## config.mk

```make
export PLATFORM = sky130hd
export DESIGN_NAME = apb_master_requester_flat
export DESIGN_NICKNAME = d
export VERILOG_FILES = /design/src/rtl/apb_master_requester_if.sv /design/src/rtl/apb_master_requester.sv /design/src/flat_wrapper.sv
export SDC_FILE = /design/constraint.sdc
export NUM_CORES = 1
export LEC_CHECK = 0
export ABC_AREA = 1
export CORE_ASPECT_RATIO = 1.5
export CORE_MARGIN = 3
export CORE_UTILIZATION = 40
export DETAILED_ROUTE_END_ITERATION = 8
export HOLD_SLACK_MARGIN = 0.03
export PLACE_DENSITY = 0.73
export SLEW_MARGIN = 20
export SYNTH_ARGS = -nofsm -noshare
export SYNTH_HDL_FRONTEND = slang
export SYNTH_SLANG_ARGS = --single-unit
```

## constraint.sdc

```tcl
create_clock -name pclk_i -period 1.66 [get_ports pclk_i]
set_input_delay 0.332 -clock pclk_i [delete_from_list [all_inputs] [get_ports pclk_i]]
set_output_delay 0.332 -clock pclk_i [all_outputs]
set_load 0.005 [all_outputs]
```

## src/rtl/apb_master_requester_if.sv

```systemverilog
// Command, response and APB bus bundle for the requester; master = requester side.
interface apb_master_requester_if #(
  parameter int DATA_WIDTH = 8,
  parameter int ADDR_WIDTH = 8
);
  logic                  cmd_valid_i;
  logic                  cmd_ready_o;
  logic                  cmd_write_i;
  logic [ADDR_WIDTH-1:0] cmd_addr_i;
  logic [DATA_WIDTH-1:0] cmd_wdata_i;
  logic                  rsp_valid_o;
  logic                  rsp_ready_i;
  logic [DATA_WIDTH-1:0] rsp_rdata_o;
  logic                  rsp_error_o;
  logic                  psel_o;
  logic                  penable_o;
  logic                  pwrite_o;
  logic [ADDR_WIDTH-1:0] paddr_o;
  logic [DATA_WIDTH-1:0] pwdata_o;
  logic [DATA_WIDTH-1:0] prdata_i;
  logic                  pready_i;

  modport master (
    input  cmd_valid_i, cmd_write_i, cmd_addr_i, cmd_wdata_i, rsp_ready_i,
           prdata_i, pready_i,
    output cmd_ready_o, rsp_valid_o, rsp_rdata_o, rsp_error_o,
           psel_o, penable_o, pwrite_o, paddr_o, pwdata_o
  );

  modport slave (
    output cmd_valid_i, cmd_write_i, cmd_addr_i, cmd_wdata_i, rsp_ready_i,
           prdata_i, pready_i,
    input  cmd_ready_o, rsp_valid_o, rsp_rdata_o, rsp_error_o,
           psel_o, penable_o, pwrite_o, paddr_o, pwdata_o
  );
endinterface

```

## src/rtl/apb_master_requester.sv

```systemverilog
// APB requester: one command -> SETUP+ACCESS transfer with pready timeout -> held response.
// Zero-wait latency: accept edge N, response visible after edge N+2; cmd_ready only in IDLE.
module apb_master_requester #(
  parameter int DATA_WIDTH     = 8,
  parameter int ADDR_WIDTH     = 8,
  parameter int TIMEOUT_CYCLES = 16
) (
  input  logic                  pclk_i,
  input  logic                  preset_i,
  apb_master_requester_if.master bus
);
  localparam int CW = (TIMEOUT_CYCLES > 0) ? $clog2(TIMEOUT_CYCLES + 1) : 1;
  localparam logic [CW-1:0] CNT_LAST = (TIMEOUT_CYCLES > 0) ? CW'(TIMEOUT_CYCLES - 1) : '0;
  localparam logic [CW-1:0] CNT_MAX  = '1;

  typedef enum logic [1:0] {IDLE, SETUP, ACCESS, RESP} state_t;

  state_t                state_q;
  logic                  psel_q;
  logic                  penable_q;
  logic                  pwrite_q;
  logic [ADDR_WIDTH-1:0] paddr_q;
  logic [DATA_WIDTH-1:0] pwdata_q;
  logic                  rsp_valid_q;
  logic [DATA_WIDTH-1:0] rsp_rdata_q;
  logic                  rsp_error_q;
  logic [CW-1:0]         cnt_q;
  logic                  timeout_hit;

  // Counter holds the number of wait cycles already spent in ACCESS.
  assign timeout_hit = (TIMEOUT_CYCLES != 0) && (cnt_q == CNT_LAST);

  always_ff @(posedge pclk_i or posedge preset_i) begin
    if (preset_i) begin
      state_q     <= IDLE;
      psel_q      <= 1'b0;
      penable_q   <= 1'b0;
      pwrite_q    <= 1'b0;
      paddr_q     <= '0;
      pwdata_q    <= '0;
      rsp_valid_q <= 1'b0;
      rsp_rdata_q <= '0;
      rsp_error_q <= 1'b0;
      cnt_q       <= '0;
    end else begin
      case (state_q)
        IDLE: begin
          if (bus.cmd_valid_i) begin
            paddr_q   <= bus.cmd_addr_i;
            pwrite_q  <= bus.cmd_write_i;
            pwdata_q  <= bus.cmd_write_i ? bus.cmd_wdata_i : '0;
            psel_q    <= 1'b1;
            penable_q <= 1'b0;
            state_q   <= SETUP;
          end
        end
        SETUP: begin
          penable_q <= 1'b1;
          cnt_q     <= '0;
          state_q   <= ACCESS;
        end
        ACCESS: begin
          if (bus.pready_i) begin
            rsp_rdata_q <= pwrite_q ? '0 : bus.prdata_i;
            rsp_error_q <= 1'b0;
            psel_q      <= 1'b0;
            penable_q   <= 1'b0;
            rsp_valid_q <= 1'b1;
            state_q     <= RESP;
          end else if (timeout_hit) begin
            rsp_rdata_q <= '0;
            rsp_error_q <= 1'b1;
            psel_q      <= 1'b0;
            penable_q   <= 1'b0;
            rsp_valid_q <= 1'b1;
            state_q     <= RESP;
          end else if (cnt_q != CNT_MAX) begin
            cnt_q <= cnt_q + CW'(1);
          end
        end
        RESP: begin
          if (bus.rsp_ready_i) begin
            rsp_valid_q <= 1'b0;
            state_q     <= IDLE;
          end
        end
        default: state_q <= IDLE;
      endcase
    end
  end

  assign bus.cmd_ready_o = (state_q == IDLE);
  assign bus.psel_o      = psel_q;
  assign bus.penable_o   = penable_q;
  assign bus.pwrite_o    = pwrite_q;
  assign bus.paddr_o     = paddr_q;
  assign bus.pwdata_o    = pwdata_q;
  assign bus.rsp_valid_o = rsp_valid_q;
  assign bus.rsp_rdata_o = rsp_rdata_q;
  assign bus.rsp_error_o = rsp_error_q;
endmodule

```

## src/flat_wrapper.sv

```systemverilog
// flat-port wrapper written by rule: the top's interface ports become plain ports
module apb_master_requester_flat 
#(
  parameter int DATA_WIDTH     = 8,
  parameter int ADDR_WIDTH     = 8,
  parameter int TIMEOUT_CYCLES = 16
)
  (pclk_i, preset_i, bus_cmd_valid_i, bus_cmd_write_i, bus_cmd_addr_i, bus_cmd_wdata_i, bus_rsp_ready_i, bus_prdata_i, bus_pready_i, bus_cmd_ready_o, bus_rsp_valid_o, bus_rsp_rdata_o, bus_rsp_error_o, bus_psel_o, bus_penable_o, bus_pwrite_o, bus_paddr_o, bus_pwdata_o);
  apb_master_requester_if #(.DATA_WIDTH(DATA_WIDTH), .ADDR_WIDTH(ADDR_WIDTH)) bus_i ();
  input  logic pclk_i;
  input  logic preset_i;
  input wire logic [$bits(bus_i.cmd_valid_i)-1:0] bus_cmd_valid_i;
  input wire logic [$bits(bus_i.cmd_write_i)-1:0] bus_cmd_write_i;
  input wire logic [$bits(bus_i.cmd_addr_i)-1:0] bus_cmd_addr_i;
  input wire logic [$bits(bus_i.cmd_wdata_i)-1:0] bus_cmd_wdata_i;
  input wire logic [$bits(bus_i.rsp_ready_i)-1:0] bus_rsp_ready_i;
  input wire logic [$bits(bus_i.prdata_i)-1:0] bus_prdata_i;
  input wire logic [$bits(bus_i.pready_i)-1:0] bus_pready_i;
  output wire logic [$bits(bus_i.cmd_ready_o)-1:0] bus_cmd_ready_o;
  output wire logic [$bits(bus_i.rsp_valid_o)-1:0] bus_rsp_valid_o;
  output wire logic [$bits(bus_i.rsp_rdata_o)-1:0] bus_rsp_rdata_o;
  output wire logic [$bits(bus_i.rsp_error_o)-1:0] bus_rsp_error_o;
  output wire logic [$bits(bus_i.psel_o)-1:0] bus_psel_o;
  output wire logic [$bits(bus_i.penable_o)-1:0] bus_penable_o;
  output wire logic [$bits(bus_i.pwrite_o)-1:0] bus_pwrite_o;
  output wire logic [$bits(bus_i.paddr_o)-1:0] bus_paddr_o;
  output wire logic [$bits(bus_i.pwdata_o)-1:0] bus_pwdata_o;
  assign bus_i.cmd_valid_i = bus_cmd_valid_i;
  assign bus_i.cmd_write_i = bus_cmd_write_i;
  assign bus_i.cmd_addr_i = bus_cmd_addr_i;
  assign bus_i.cmd_wdata_i = bus_cmd_wdata_i;
  assign bus_i.rsp_ready_i = bus_rsp_ready_i;
  assign bus_i.prdata_i = bus_prdata_i;
  assign bus_i.pready_i = bus_pready_i;
  assign bus_cmd_ready_o = bus_i.cmd_ready_o;
  assign bus_rsp_valid_o = bus_i.rsp_valid_o;
  assign bus_rsp_rdata_o = bus_i.rsp_rdata_o;
  assign bus_rsp_error_o = bus_i.rsp_error_o;
  assign bus_psel_o = bus_i.psel_o;
  assign bus_penable_o = bus_i.penable_o;
  assign bus_pwrite_o = bus_i.pwrite_o;
  assign bus_paddr_o = bus_i.paddr_o;
  assign bus_pwdata_o = bus_i.pwdata_o;
  apb_master_requester #(.DATA_WIDTH(DATA_WIDTH), .ADDR_WIDTH(ADDR_WIDTH), .TIMEOUT_CYCLES(TIMEOUT_CYCLES)) u_core (.pclk_i(pclk_i), .preset_i(preset_i), .bus(bus_i));
endmodule
```

==> metrics <==
required time worst endpoint=roughly 1.9 ns; total power=3.92 mW; pwr dens=1570 nW/um^2; dpl ws=0.0876 ns; Final HPWL DP=2720 um; die area=between 4000 and 5000 sq um; post-route ant nets=0; Final Slew Violations=0; Port Buffer Count=59; Crit Path Category=reg -> reg; cell row count=28; Netlist cell types=23; n_diodes=0; number of hold buffers added after CTS=0; Iteration-0 DRC Markers=33; DRC Markers=0; vias in the first global route=~1400; CP delay by family, top=simple AND/OR/NAND/NOR gates; leakage power=~1.2 nW; worst hold path type=in -> async; CTS tree=yes; Startpoint Class=flip-flop; compound-cell area share of the yosys netlist=~6.7%; cts bufs inserted=5; reg-to-reg setup timing slack=between 0.1 and 0.15 ns; most common cell after layout, fill and taps aside=nand2_1; Seq/Total Area, Yosys=around 54%; RePlAce Congestion=0.878; Post-Syn Instances=189; clk root buf=clkbuf_8; commonest cells after routing, fill and taps aside=nand2_1 (74), clkdlybuf4s50_1 (58), dfrtp_1 (36), o21ai_0 (14), nand3_1 (13); headroom to the max-slew limit=between 70 and 80%; I/O pin count=60; Mapped Area=1660 sq um; area delta synth->final=50.1%; crit-path max FO=9; Final WS setup=between 0.1 and 0.15 ns; crit share post-route=91.7%; clk sinks=36; largest net degree at the start of global routing=37; layout cells sized above 1=between 10% and 20%; Die X=about 60 um; all-layer global routing usage=16.1%; crit path cell chain=ha_1 -> nand2_1 -> nor2_2 -> ha_2 -> nand2_2 -> nand2_4 -> inv_6 -> nand2_4 -> nand2_1 -> o21ai_1; R2R Path Start=u_core.cnt_q[1]; fraction of synthesized area in multiplexers=0%; clk buf depth=2; latest clock arrival within the worst-skew pair=0.29 ns; Avg Cell Area, Syn=8.78 sq um; CP max-delay cell=dfrtp_1; NumNets Final=300; Finish-stage setup viols=0; DR vias/cell=4.74; Overflow after GRT=0; largest family of logic cells by synthesized area=simple AND/OR/NAND/NOR gates; Crit path largest cell delay=roughly 0.4 ns; placed cell count=roughly 300; CP Capture Type=flip-flop; Final Cell Area=2490 sq um; Die Ht=84.9 um; first-pass GRT wire length=a little over 6000 um; H-tree depth=2; VDD IR max=between 1 and 1.5 mV; Min Clock Period, post-route=1.52 ns; clock skew=0.00506 ns; Core Area=3960 sq um; Reg clk slew, reported paths=~0.070 ns; initial antenna violation count=0; Yosys warning total=0; Synth Register Bits=36; Simple-Gate Fraction of Synth Area=26.8%; f_max=between 0.6 and 0.7 GHz; XOR/XNOR share of the synthesized area=0%; final hold vios=0; Placed Area=between 2000 and 2500 sq um; fin cells=about 310; Least-Margin Pin Slew=a little under 0.4 ns; TritonRoute pass-1 iters=4; WP buf/inv=1; RR Endpoint=u_core.cnt_q[0]; Setup TNS=0 ns; wire length per cell=11.7 um; Worst Path Arrival=between 1.5 and 2 ns; R2R cell count=10; initial cell density of the core=a little over two fifths; adder-cell area share of the yosys netlist=under 10%; Synth Net Count=about 230; status=completed; number of max-cap violations=0; total length of routed wires=3590 um; Via Count=around 1500
==> where the power goes <==
group	switching (mW)	internal, mW	leakage [nW]
registers	0.190	1.22	0.463
clock network	0.317	0.444	0.0541
logic	0.798	0.950	0.720
==> cells in the mapped netlist <==
cell	instances	area (sq um)
dfrtp_1	36	901
o21ai_0	14	70.1
buf_6	1	11.3
nor2_1	6	22.5
clkinv_1	1	3.75
clkbuf_1	1	3.75
o21ai_1	2	10.0
nand3_1	13	65.1
buf_2	2	10.0
and3_1	1	6.26
inv_4	1	6.26
or2_1	1	6.26
nand3b_1	1	7.51
nand2_1	74	278
ha_1	9	113
nand2_2	2	12.5
nand4_1	1	6.26
inv_1	13	48.8
nand2_4	3	33.8
or2_2	1	6.26
o21ai_2	3	26.3
inv_2	2	7.51
a21oi_1	1	5.00
==> cell families after synthesis <==
| logic type | Yosys count |
|---|---|
| adders and majority gates | 9 |
| buffers and inverters | 21 |
| AOI/OAI and AO/OA | 20 |
| and+or+nand+nor | 103 |
| DFF | 36 |
==> timing repair <==
action / in CTS / in global routing
endpoints found under the setup margin: 1 / 8
pin swaps: 0 / 1
buffers inserted: 1 / 2
gates resized for setup: 4 / 4
gates cloned: 0 / 0
==> state kept, by name, indices dropped and copies added (netlist names) <==
name	cells
u_core.bus.rsp_rdata_o	8
u_core.bus.rsp_error_o	1
u_core.bus.pwdata_o	8
u_core.bus.pwrite_o	1
u_core.bus.rsp_valid_o	1
u_core.bus.paddr_o	8
u_core.cnt_q	5
u_core.bus.penable_o	1
u_core.state_q	2
u_core.bus.psel_o	1
==> stage by stage <==
| step | hold slack, ns | utilization (%) |
|---|---|---|
| 6_report | 0.385 | 63.0 |
| 5_1_grt | 0.435 | 63.0 |
| 4_1_cts | 0.390 | 62.3 |
| 3_5_place_dp | 0.462 | 59.3 |
| 3_3_place_gp | 0.455 | 59.3 |
| 2_1_floorplan | 0.442 | - |
==> worst register-to-register path, stage by stage (launching register included) <==
cell	delay [ns]
dfrtp_1	0.39
ha_1	0.18
nand2_1	0.08
nor2_2	0.11
ha_2	0.20
nand2_2	0.08
nand2_4	0.11
inv_6	0.05
nand2_4	0.10
nand2_1	0.06
o21ai_1	0.07
==> final cells by class <==
cell class	instances	area, sq um
timing repair buffer	69	677
clock inverter	3	42.5
fill	335	1470
clock buffer	5	68.8
tap	45	56.3
sequential	36	901
multi-input combinational	132	678
inverter	17	68.8
==> worst max-delay path by stage <==
stage	end	depth (start not counted)	slack, ns	from
2_1_floorplan	u_core.cnt_q[3]	10	0.20	u_core.cnt_q[0]
3_3_place_gp	bus_cmd_ready_o	3	0.14	u_core.state_q[0]
3_5_place_dp	u_core.cnt_q[4]	10	0.09	u_core.cnt_q[0]
4_1_cts	u_core.cnt_q[0]	10	0.07	u_core.cnt_q[0]
5_1_grt	u_core.cnt_q[0]	10	-0.04	u_core.cnt_q[1]
6_report	u_core.cnt_q[0]	10	0.14	u_core.cnt_q[1]
==> per-layer routing <==
| metal | global-route usage (%) | part of all wire, % | wire (um) | vias to the layer above |
|---|---|---|---|---|
| li1 | - | - | - | 737 |
| met1 | 18.0 | 40 | 1450 | 674 |
| met2 | 27.8 | 53 | 1900 | 39 |
| met3 | 4.87 | 5.1 | 184 | 5 |
| met4 | 6.60 | 1.6 | 58 | 0 |
| met5 | 0 | 0 | 0 | - |
Power figures use the tool's default switching activity.
==> variant: new RTL, config.mk and constraints unchanged <==
Make the reset (`preset_i`) synchronous in one clocked block.
--- a/src/rtl/apb_master_requester.sv
+++ b/src/rtl/apb_master_requester.sv
@@ -30,7 +30,7 @@
   // Counter holds the number of wait cycles already spent in ACCESS.
   assign timeout_hit = (TIMEOUT_CYCLES != 0) && (cnt_q == CNT_LAST);
 
-  always_ff @(posedge pclk_i or posedge preset_i) begin
+  always_ff @(posedge pclk_i) begin
     if (preset_i) begin
       state_q     <= IDLE;
       psel_q      <= 1'b0;
Behaviour: differs if preset_i is asserted again (counterexample within 4 cycles, from zero or initial values and one cycle with preset_i high); with preset_i held inactive, the same outputs for 10 cycles.
==> variant against the original RTL <==
- cell area fell by 6.2%
- worst setup slack got worse by 0.063 ns
- sequential cell count did not move
- largest cell class is now multi-input combinational cells
- total power fell by 26%
- clock skew rose by 0.0014 ns
- synthesized area fell by 7.3%
- routed wire length rose by 1.0%
- die area fell by 6.7%
- hold slack improved by 0.062 ns
- sequential power fell by 21%
- highest routed layer unchanged
==> variant: results (changes against the original RTL) <==
Die ar. = 4643 um2 (was 4976 um2)
post-synthesis sequential area ratio = 0.4683 (was 0.5426)
fraction of area in multi-input gates = 0.3249 (was 0.2721)
static leakage = 0.9290 nW (was 1.238 nW)
crit path max fanout = 3 (was 9)
Clk pwr share = 0.209 (was 0.194)
GR Layer Usage met2 = 0.3275 (was 0.2777)
Worst Tran Pin Value = 0.2761 ns (was 0.3970 ns)
Setup Skew = 0.006477 ns (was 0.005060 ns)
status = finished, final reports clean (unchanged)
sequential share of power = 0.383 (was 0.359)
Max clock buf depth = 2 (unchanged)
Place WS = -0.03799 ns (was 0.08758 ns)
Final Instance Area = 2337 um2 (was 2492 um2)
sw power = 1.009 mW (was 1.305 mW)
met3 wire length = 157 um (was 184 um)
R2R Path Start = u_core.cnt_q[0] (was u_core.cnt_q[1])
cts repair resizes = 8 (was 4)
met3 Use GR = 0.03302 (was 0.04871)
met2 WL = 2.052 mm (was 1.902 mm)
Placed Instances = 303 (was 296)
DP HPWL = 2.716 mm (was 2.720 mm)
Mean Syn Cell Area = 7.581 um2 (was 8.785 um2)
synth cell count leaders = nand2_1, dfxtp_1, a21oi_1, nor2_1, inv_1 (was nand2_1, dfrtp_1, o21ai_0, inv_1, nand3_1)
multi-input logic cell count = 145 (was 132)
share of cells above drive strength 1 = 0.1222 (was 0.1374)
via/cell ratio = 4.687 (was 4.739)
DRT Wirelength = 3.627 mm (was 3.590 mm)
vias = 1,467 (was 1,455)
R2R depth = 9 (was 10)
R2R setup slack = 0.09 ns (was 0.14 ns)
Fill cells = 326 (was 335)
ys async rst share = 0 (was 1.000)
Final Wtd Congestion = 0.7673 (was 0.8777)
Inverters, non-clock = 16 (was 17)
Max VDD drop = 0.8408 mV (was 1.045 mV)
1st-iter DRT viols = 20 (was 33)
Area contributors post-synth = dfxtp_1, nand2_1, a21oi_1 (was dfrtp_1, nand2_1, ha_1)
largest net degree at the start of global routing = 22 (was 37)
Worst Hold Class = reg2reg (was in2async)
nets = 306 (was 300)
Max stage delay on crit path = 0.54 ns (was 0.39 ns)
CP arrival = 1.25 ns (was 1.73 ns)
Pint = 1.893 mW (was 2.611 mW)
placed cell area = 2186 um2 (was 2347 um2)
first-pass GRT wire length = 5.844 mm (was 6.182 mm)
bufs w/o clock = 65 (was 69)
## variant: worst max path at each step
stage | slack [ns] | end | depth (start not counted) | start
floorplan | 0.20 | u_core.bus.rsp_rdata_o[0] | 7 | u_core.cnt_q[0]
global placement | 0.01 | u_core.bus.rsp_rdata_o[3] | 7 | u_core.cnt_q[0]
detailed placement | -0.04 | u_core.bus.rsp_rdata_o[0] | 7 | u_core.cnt_q[0]
CTS | 0.02 | u_core.state_q[1] | 10 | u_core.cnt_q[0]
global route | -0.04 | u_core.state_q[1] | 10 | u_core.cnt_q[0]
finish | 0.07 | bus_pwrite_o | 1 | u_core.bus.pwrite_o
## variant: cell families (layout without fill, tap and decap cells)
kind of cell | Yosys count | after routing | share of synthesized area
fa+ha+maj | 7 | 7 | 0.05691
buf+inv | 22 | 89 | 0.06829
flops | 36 | 36 | 0.4683
simple gates | 98 | 98 | 0.2764
compound gates | 40 | 40 | 0.1301
